## src/rtl/regfile_wb_arbiter.sv

```systemverilog
// Round-robin writeback arbiter for the 32x32 register file write port,
// with a per-register busy scoreboard and RAW-hazard flags for decode.
module regfile_wb_arbiter #(
    parameter int N_REQ = 3
) (
    input  logic                  clk,
    input  logic                  rst,
    input  logic                  issue_valid,
    input  logic [4:0]            issue_rd,
    input  logic [4:0]            rs1,
    input  logic [4:0]            rs2,
    output logic                  rs1_hazard,
    output logic                  rs2_hazard,
    input  logic [N_REQ-1:0]      req_valid,
    input  logic [5*N_REQ-1:0]    req_rd,
    input  logic [32*N_REQ-1:0]   req_data,
    output logic [N_REQ-1:0]      req_ready,
    output logic                  rf_reg_write,
    output logic [4:0]            rf_write_reg,
    output logic [31:0]           rf_write_data,
    output logic [31:0]           busy
);

    localparam int PW = (N_REQ > 1) ? $clog2(N_REQ) : 1;

    logic [PW-1:0]    rr_ptr_q, rr_ptr_d;
    logic [N_REQ-1:0] grant;
    logic [PW-1:0]    g_idx;
    logic             xfer;
    logic [4:0]       sel_rd;
    logic [31:0]      sel_data;

    logic             rf_reg_write_q, rf_reg_write_d;
    logic [4:0]       rf_write_reg_q, rf_write_reg_d;
    logic [31:0]      rf_write_data_q, rf_write_data_d;
    logic [31:0]      busy_q, busy_d;

    // The in-flight write still counts as pending until the register file has stored it.
    function automatic logic raw_hazard(input logic [4:0]  rs,
                                        input logic [31:0] b,
                                        input logic        wr,
                                        input logic [4:0]  wreg);
        return (rs != 5'd0) && (b[rs] || (wr && (wreg == rs)));
    endfunction

    always_comb begin
        int idx;
        idx   = 0;
        grant = '0;
        g_idx = '0;
        xfer  = 1'b0;
        for (int k = 0; k < N_REQ; k++) begin
            idx = int'(rr_ptr_q) + k;
            if (idx >= N_REQ) idx = idx - N_REQ;
            if (!xfer && req_valid[idx]) begin
                xfer       = 1'b1;
                grant[idx] = 1'b1;
                g_idx      = PW'(idx);
            end
        end
        if (rst) begin
            grant = '0;
            xfer  = 1'b0;
        end
    end

    assign sel_rd   = req_rd[5*int'(g_idx) +: 5];
    assign sel_data = req_data[32*int'(g_idx) +: 32];

    always_comb begin
        rr_ptr_d        = rr_ptr_q;
        rf_reg_write_d  = 1'b0;
        rf_write_reg_d  = rf_write_reg_q;
        rf_write_data_d = rf_write_data_q;
        busy_d          = busy_q;
        if (xfer) begin
            rr_ptr_d        = (g_idx == PW'(N_REQ - 1)) ? '0 : g_idx + PW'(1);
            rf_reg_write_d  = (sel_rd != 5'd0);
            rf_write_reg_d  = sel_rd;
            rf_write_data_d = sel_data;
            busy_d[sel_rd]  = 1'b0;
        end
        // Issue is applied after the clear so a same-cycle set/clear leaves the new producer pending.
        if (issue_valid && (issue_rd != 5'd0)) busy_d[issue_rd] = 1'b1;
        busy_d[0] = 1'b0;
    end

    always_ff @(posedge clk) begin
        if (rst) begin
            rr_ptr_q        <= '0;
            rf_reg_write_q  <= 1'b0;
            rf_write_reg_q  <= 5'd0;
            rf_write_data_q <= 32'd0;
            busy_q          <= 32'd0;
        end else begin
            rr_ptr_q        <= rr_ptr_d;
            rf_reg_write_q  <= rf_reg_write_d;
            rf_write_reg_q  <= rf_write_reg_d;
            rf_write_data_q <= rf_write_data_d;
            busy_q          <= busy_d;
        end
    end

    assign req_ready     = grant;
    assign rf_reg_write  = rf_reg_write_q;
    assign rf_write_reg  = rf_write_reg_q;
    assign rf_write_data = rf_write_data_q;
    assign busy          = busy_q;
    assign rs1_hazard    = !rst && raw_hazard(rs1, busy_q, rf_reg_write_q, rf_write_reg_q);
    assign rs2_hazard    = !rst && raw_hazard(rs2, busy_q, rf_reg_write_q, rf_write_reg_q);

endmodule

```

## config.mk

```make
export PLATFORM = sky130hd
export DESIGN_NAME = regfile_wb_arbiter
export DESIGN_NICKNAME = d
export VERILOG_FILES = /design/src/rtl/regfile_wb_arbiter.sv
export SDC_FILE = /design/constraint.sdc
export NUM_CORES = 1
export LEC_CHECK = 0
export CAP_MARGIN = 20
export CORE_AREA = 2 2 123 125
export DETAILED_ROUTE_END_ITERATION = 12
export DIE_AREA = 0 0 125 127
export MAX_ROUTING_LAYER = met4
export PLACE_DENSITY = 0.65
export SLEW_MARGIN = 20
export SYNTH_ARGS = -nofsm -noshare
export SYNTH_HDL_FRONTEND = slang
export SYNTH_SLANG_ARGS = --single-unit
export TNS_END_PERCENT = 1
```

## constraint.sdc

```tcl
create_clock -name clk -period 7.84 [get_ports clk]
set_input_delay 1.176 -clock clk [delete_from_list [all_inputs] [get_ports clk]]
set_output_delay 1.176 -clock clk [all_outputs]
set_load 0.01 [all_outputs]
```

==> results of run 1 <==
[layout make-up]
class / instances / area, um2 / area share [%]
clock buffers: 10 / 239.0 / 3.274
clock inverters: 5 / 58.81 / 0.8056
inverters: 9 / 33.78 / 0.4628
multi-input cells: 460 / 3247 / 44.48
flip-flops and latches: 71 / 1421 / 19.47
well taps: 184 / 230.2 / 3.154
repair buffers: 208 / 2069 / 28.35
[layer usage]
layer | global-route usage [%] | routed length, um | vias to the layer above
met2 | 35.49 | 8245 | 260
met5 | - | 0 | -
met4 | 7.320 | 446 | 0
met3 | 6.240 | 1476 | 42
li1 | - | - | 2488
met1 | 27.94 | 7887 | 2478
[worst min path at each step]
stage	startpoint	to	slack [ps]	cells after the start
after floorplan	rr_ptr_q[0]$_SDFFE_PP0P_	rr_ptr_q[0]$_SDFFE_PP0P_	470	2
after global placement	rf_write_data[8]$_SDFFE_PP0P_	rf_write_data[8]$_SDFFE_PP0P_	440	2
after detailed placement	rf_write_data[3]$_SDFFE_PP0P_	rf_write_data[3]$_SDFFE_PP0P_	450	2
after CTS	rf_write_data[12]$_SDFFE_PP0P_	rf_write_data[12]$_SDFFE_PP0P_	460	2
after global routing	rf_write_data[29]$_SDFFE_PP0P_	rf_write_data[29]$_SDFFE_PP0P_	480	2
final	rf_write_data[26]$_SDFFE_PP0P_	rf_write_data[26]$_SDFFE_PP0P_	450	2
[placed cells by master (no fill, tap or decap), types with 3 or more instances in the layout]
master	count
nand2b_1	5
nand4_1	3
o21ai_0	5
xor2_1	8
dfxtp_1	71
or2_2	10
mux2_2	4
a211o_1	35
a21oi_1	39
nor2_1	95
inv_1	9
o211ai_1	3
nor2b_1	6
a221oi_1	3
nor3_1	30
nand2_1	49
nand3_1	8
a211oi_1	27
a211oi_2	5
nand3b_1	3
mux4_2	18
a21o_1	10
buf_4	3
mux2i_1	40
clkbuf_16	9
a31oi_1	7
o21ai_1	4
ha_1	4
clkdlybuf4s50_1	204
[cell usage after synthesis (all sizes together) (6+ instances only)]
master,count
inv,9
clkbuf,24
nor3,31
nand3,8
a31oi,7
a21oi,39
nor2,96
xor2,8
nor2b,7
a21o,10
o21ai,9
a211o,35
nand2,50
buf,16
mux4,18
a211oi,32
mux2,6
a21boi,6
or2,11
dfxtp,71
mux2i,41
[cell families after synthesis]
logic type                 after synthesis  share of synthesized area [%]
muxes                                   65                          18.51
AOI/OAI and AO/OA                      158                          24.15
DFF                                     71                          29.12
and+or+nand+nor                        222                          20.69
adders and majority gates                4                          1.025
other                                    1                        0.07683
xor gates and xnor gates                10                          1.795
buffers and inverters                   49                          4.640
[stage by stage]
| stage | instances | setup WS (ps) |
|---|---|---|
| 4_1_cts | 947 | 2728 |
| 3_5_place_dp | 932 | 2734 |
| 5_1_grt | 947 | 2617 |
| 6_report | 947 | 2737 |
| 3_3_place_gp | 932 | 2770 |
| 2_1_floorplan | 580 | 3809 |
[power groups by stage]
| stage | clock network, W | registers, W | logic (W) |
|---|---|---|---|
| final | 0.000408 | 0.000515 | 0.00158 |
| after global routing | 0.000436 | 0.000524 | 0.00171 |
| after CTS | 0.000421 | 0.000516 | 0.00158 |
| after detailed placement | 0 | 0.000523 | 0.00157 |
| after global placement | 0 | 0.000520 | 0.00155 |
| after floorplan | 0 | 0.000543 | 0.00105 |
[critical path: cells and delay by family]
family                 cells  cell delay (ps)
multiplexers               3             1200
buffers and inverters      2             1420
AO/OA/AOI/OAI              1              130
==> results.cfg, run 1 <==
[run_status]
status = finished clean

[timing]
period_minus_slack_ps = 5103
max_freq_mhz = 195.9
rsz0062_at_grt = false
setup_viol = 0
layout_worst_path_cycle_share_pct = 65.10
clock_skew_ps = 5.812
worstMarginPinSlew_ps = 896.6
hold_slack_ps = 454.2
setup_tns_ps = 0
slew_headroom_pct = 39.96
report.final.hold_viol_count = 0
drv_slew = 0

[worst_setup_path]
critPathRequiredTime_ps = 6660
slowest_delay_ps = 900
worstSetupPathType = input pin to output pin
crit_slowest_cell = clkdlybuf4s50_1
r2r_end = busy[12]$_SDFF_PP0_
rrSetupSlack_ps = 4220
cp-endpoint = rs2_hazard
cp.arrival_ps = 3930
reg2regPathDepth = 9
r2r-start = rr_ptr_q[0]$_SDFFE_PP0P_
crit_fanout = 11
crit_chain = clkdlybuf4s50_1 -> mux4_2 -> mux4_2 -> mux2i_1 -> a221oi_1 -> clkdlybuf4s50_1
cp-startpoint = rs2[0]
startpoint_type = input pin
end_kind = output pin

[grt]
grt_antenna_before_repair = 0
grt_overflow = 0
track_usage_pct = 22.45
grt_max_degree = 74
grt_pass1_vias = 5160
grt_pass1_wl_um = 27770

[cts]
cts_made_buffers = 9
cts_setup_buffers = 0
clk_latency_ps = 330
clk_pin_slew_ps = 60
cts_sinks = 71
cts_resized = 0
cts_hold_buf = 0
ctsLongestPathBuffers = 2
cts_max_level = 3
clockRootBuffer = clkbuf_16
cts_tree = built

[power_and_ir_drop]
p_leak_nw = 2.776
internal_power_w = 0.001390
p_sw_w = 0.001115
powerDensity_nw_per_um2 = 343.1
p_comb_share_pct = 63.1
seqPwrFrac_pct = 20.6
max-vdd-ir-drop_v = 0.0001665
clock_power_share_pct = 16.3
swShare_pct = 44.51
totalPowerFinal_w = 0.002504

[logic_synthesis]
yosysSeqAreaShare_pct = 29.12
synth_top_area_share_pct = 29.12
synthArstFlopShare_pct = 0
synth.ff_latch_count = 71
syn_avg_cell_area_um2 = 8.415
synth_ff_type = dfxtp_1
synth_nets = 716
yosysWarnings = 0
synth_area_leader_cell = dfxtp_1
netlist_instances = 580
synth_edf_count = 0
yosys-top-cells-area = dfxtp_1 29%, mux4_2 8.3%, mux2i_1 8.2%
synth_area_um2 = 4881
synth_cell_types = 57

[final_layout]
drive_gt1_share_pct = 9.174
area_growth_pct = 49.55
fin_nets = 895
largest_reg_flops = 32
fillers = 1318
n_antenna_cell = 0
fin_area_um2 = 7300
final_core_util_pct = 50.61

[detailed_routing]
drtIter0Drc = 347
dr.pass1.iters = 5
via_per_inst = 5.563
finalWirelength_um = 18060
post_drt_wl_per_cell_um = 19.07
drc = 0
drtAntennaViolNets = 0
via_count = 5268

[placed_design]
gp_congestion = 0.9413
place_area_um2 = 7002
io_buffers = 205
dpl.hpwl_um = 13720

[floorplan]
ios = 207
core_area_um2 = 14420
die-area_um2 = 15880
row_count = 44
die_h_um = 127
die_x_um = 125
start_util_pct = 33.84

[flow_run]
drv_cap = 0

[worst_hold_path]
hp-class = flip-flop to flip-flop
(Power assumes the default switching activity.)
==> run 2: changes to the inputs <==
- clock period: 7.84 -> 5.3 ns (I/O delays scaled with it)
==> run 2 against run 1 <==
Against the previous run:
- register-to-register slack got worse by 2500 ps
- clock skew rose by 2.8 ps
- clock power rose by 53%
- final area rose by 0.15%
- core utilization rose by 0.078 points
- wire length rose by 0.54%
- non-clock buffer count did not move
- final cell count rose by 0.11%
- die area did not move
- global-route usage rose by 0.17 points
- critical path depth did not move
- critical path type unchanged
- largest power group unchanged
==> results.cfg, run 2 (same netlist as run 1, synthesis figures left out) <==
[placed_design]
numPlacedInstances = 932
gp_congestion = 0.9467
dpl.hpwl_um = 13700
io_buffers = 205
place_ws_ps = 917.1

[grt]
grt_max_degree = 73
grt_pass1_wl_um = 27720
grt_antenna_before_repair = 0
grt_overflow = 0
grt_pass1_vias = 5062
track_usage_pct = 22.61

[cts]
cts_setup_buffers = 0
cts_resized = 0
clk_pin_slew_ps = 60
ctsLongestPathBuffers = 2
clockRootBuffer = clkbuf_16
cts_tree = built
cts_made_buffers = 9
clk_latency_ps = 330
cts_hold_buf = 0
cts_max_level = 3
cts_sinks = 71

[worst_setup_path]
end_kind = output pin
timing.critical_path.buf_inv = 2
startpoint_type = input pin
cp.arrival_ps = 3580
rrSetupSlack_ps = 1760
crit_family = buffers and inverters
critPathRequiredTime_ps = 4510
crit_fanout = 11
crit_slowest_cell = clkdlybuf4s50_1
worstSetupPathType = input pin to output pin
slowest_delay_ps = 870
crit_chain = clkdlybuf4s50_1 -> mux4_2 -> mux4_2 -> mux2i_1 -> a221oi_1 -> clkdlybuf4s50_1

[floorplan]
die_x_um = 125
row_count = 44
die_h_um = 127
ios = 207
die-area_um2 = 15880
start_util_pct = 33.84
core_area_um2 = 14420

[final_layout]
n_antenna_cell = 0
drive_gt1_share_pct = 9.293
final_core_util_pct = 50.69
area_growth_pct = 49.78
final_common_cell = clkdlybuf4s50_1
largest_reg_flops = 32
fin_nets = 895
stdcell_count = 948
mostFrequentLayoutCells = 204 x clkdlybuf4s50_1, 95 x nor2_1, 71 x dfxtp_1

[worst_hold_path]
hp-class = flip-flop to flip-flop

[flow_run]
drv_cap = 0

[detailed_routing]
drtAntennaViolNets = 0
post_drt_wl_per_cell_um = 19.15
drc = 0
dr.pass1.iters = 5
via_per_inst = 5.568
via_count = 5278
drtIter0Drc = 314
finalWirelength_um = 18150

[timing]
clock_skew_ps = 8.628
worst_slack_ps = 927.3
drv_slew = 0
layout_worst_path_cycle_share_pct = 82.50
max_freq_mhz = 228.7
rsz0062_at_grt = false
setup_tns_ps = 0
period_minus_slack_ps = 4373
report.final.hold_viol_count = 0
setup_viol = 0
slew_headroom_pct = 31.22
worstMarginPinSlew_ps = 1032

[run_status]
status = finished clean

[power_and_ir_drop]
p_leak_nw = 2.787
powerDensity_nw_per_um2 = 510.5
max-vdd-ir-drop_v = 0.0002266
-- run 2: changes by cell type in the layout (fill, tap and decap cells not counted), sizes merged --
cell      before  now
clkbuf        10   11
clkinv         2    3
clkinvlp       2    1
-- run 2: tightest hold or removal path, cell delays in order (launching register included) --
cell	delay (ps)
dfxtp_1	300
nand2_1	50
a21oi_1	50
-- run 2: routing by layer --
metal,track usage (%),wire length (um),vias up
met5,-,0,-
met4,8.431,446,0
met3,5.193,1661,35
met2,36.00,8334,295
met1,28.20,7710,2457
li1,-,-,2491
-- run 2: metrics by stage --
step                area (um2)  hold slack [ps]  power, W
floorplan                 4881            465.8  0.002363
global placement          7002            438.4  0.003066
detailed placement        7002            443.3  0.003113
CTS                       7311            451.3  0.003749
global route              7311            473.9  0.003980
finish                    7311            448.8  0.003732
-- run 2: final timing paths --
path | startpoint | endpoint | cells past startpoint
max | rs2[0] | rs2_hazard | 6
min | rf_write_data[31]$_SDFFE_PP0P_ | rf_write_data[31]$_SDFFE_PP0P_ | 2
min reg2reg | rf_write_data[31]$_SDFFE_PP0P_ | rf_write_data[31]$_SDFFE_PP0P_ | 2
max reg2reg | rr_ptr_q[1]$_SDFFE_PP0P_ | busy[26]$_SDFF_PP0_ | 9
-- run 2: cell type report --
type	instances	area, um2
clock buffer	11	252.7
clock inverter	5	56.30
fill	1344	7113
inverter	9	33.78
multi-input combinational	460	3247
sequential	71	1421
tap	184	230.2
timing repair buffer	208	2069
-- run 2: where the power goes --
part / leakage (nW) / switching (W) / internal, W
logic: 2.05 / 0.00133 / 0.00102
registers: 0.583 / 0.0000956 / 0.000667
clock network: 0.152 / 0.000236 / 0.000389
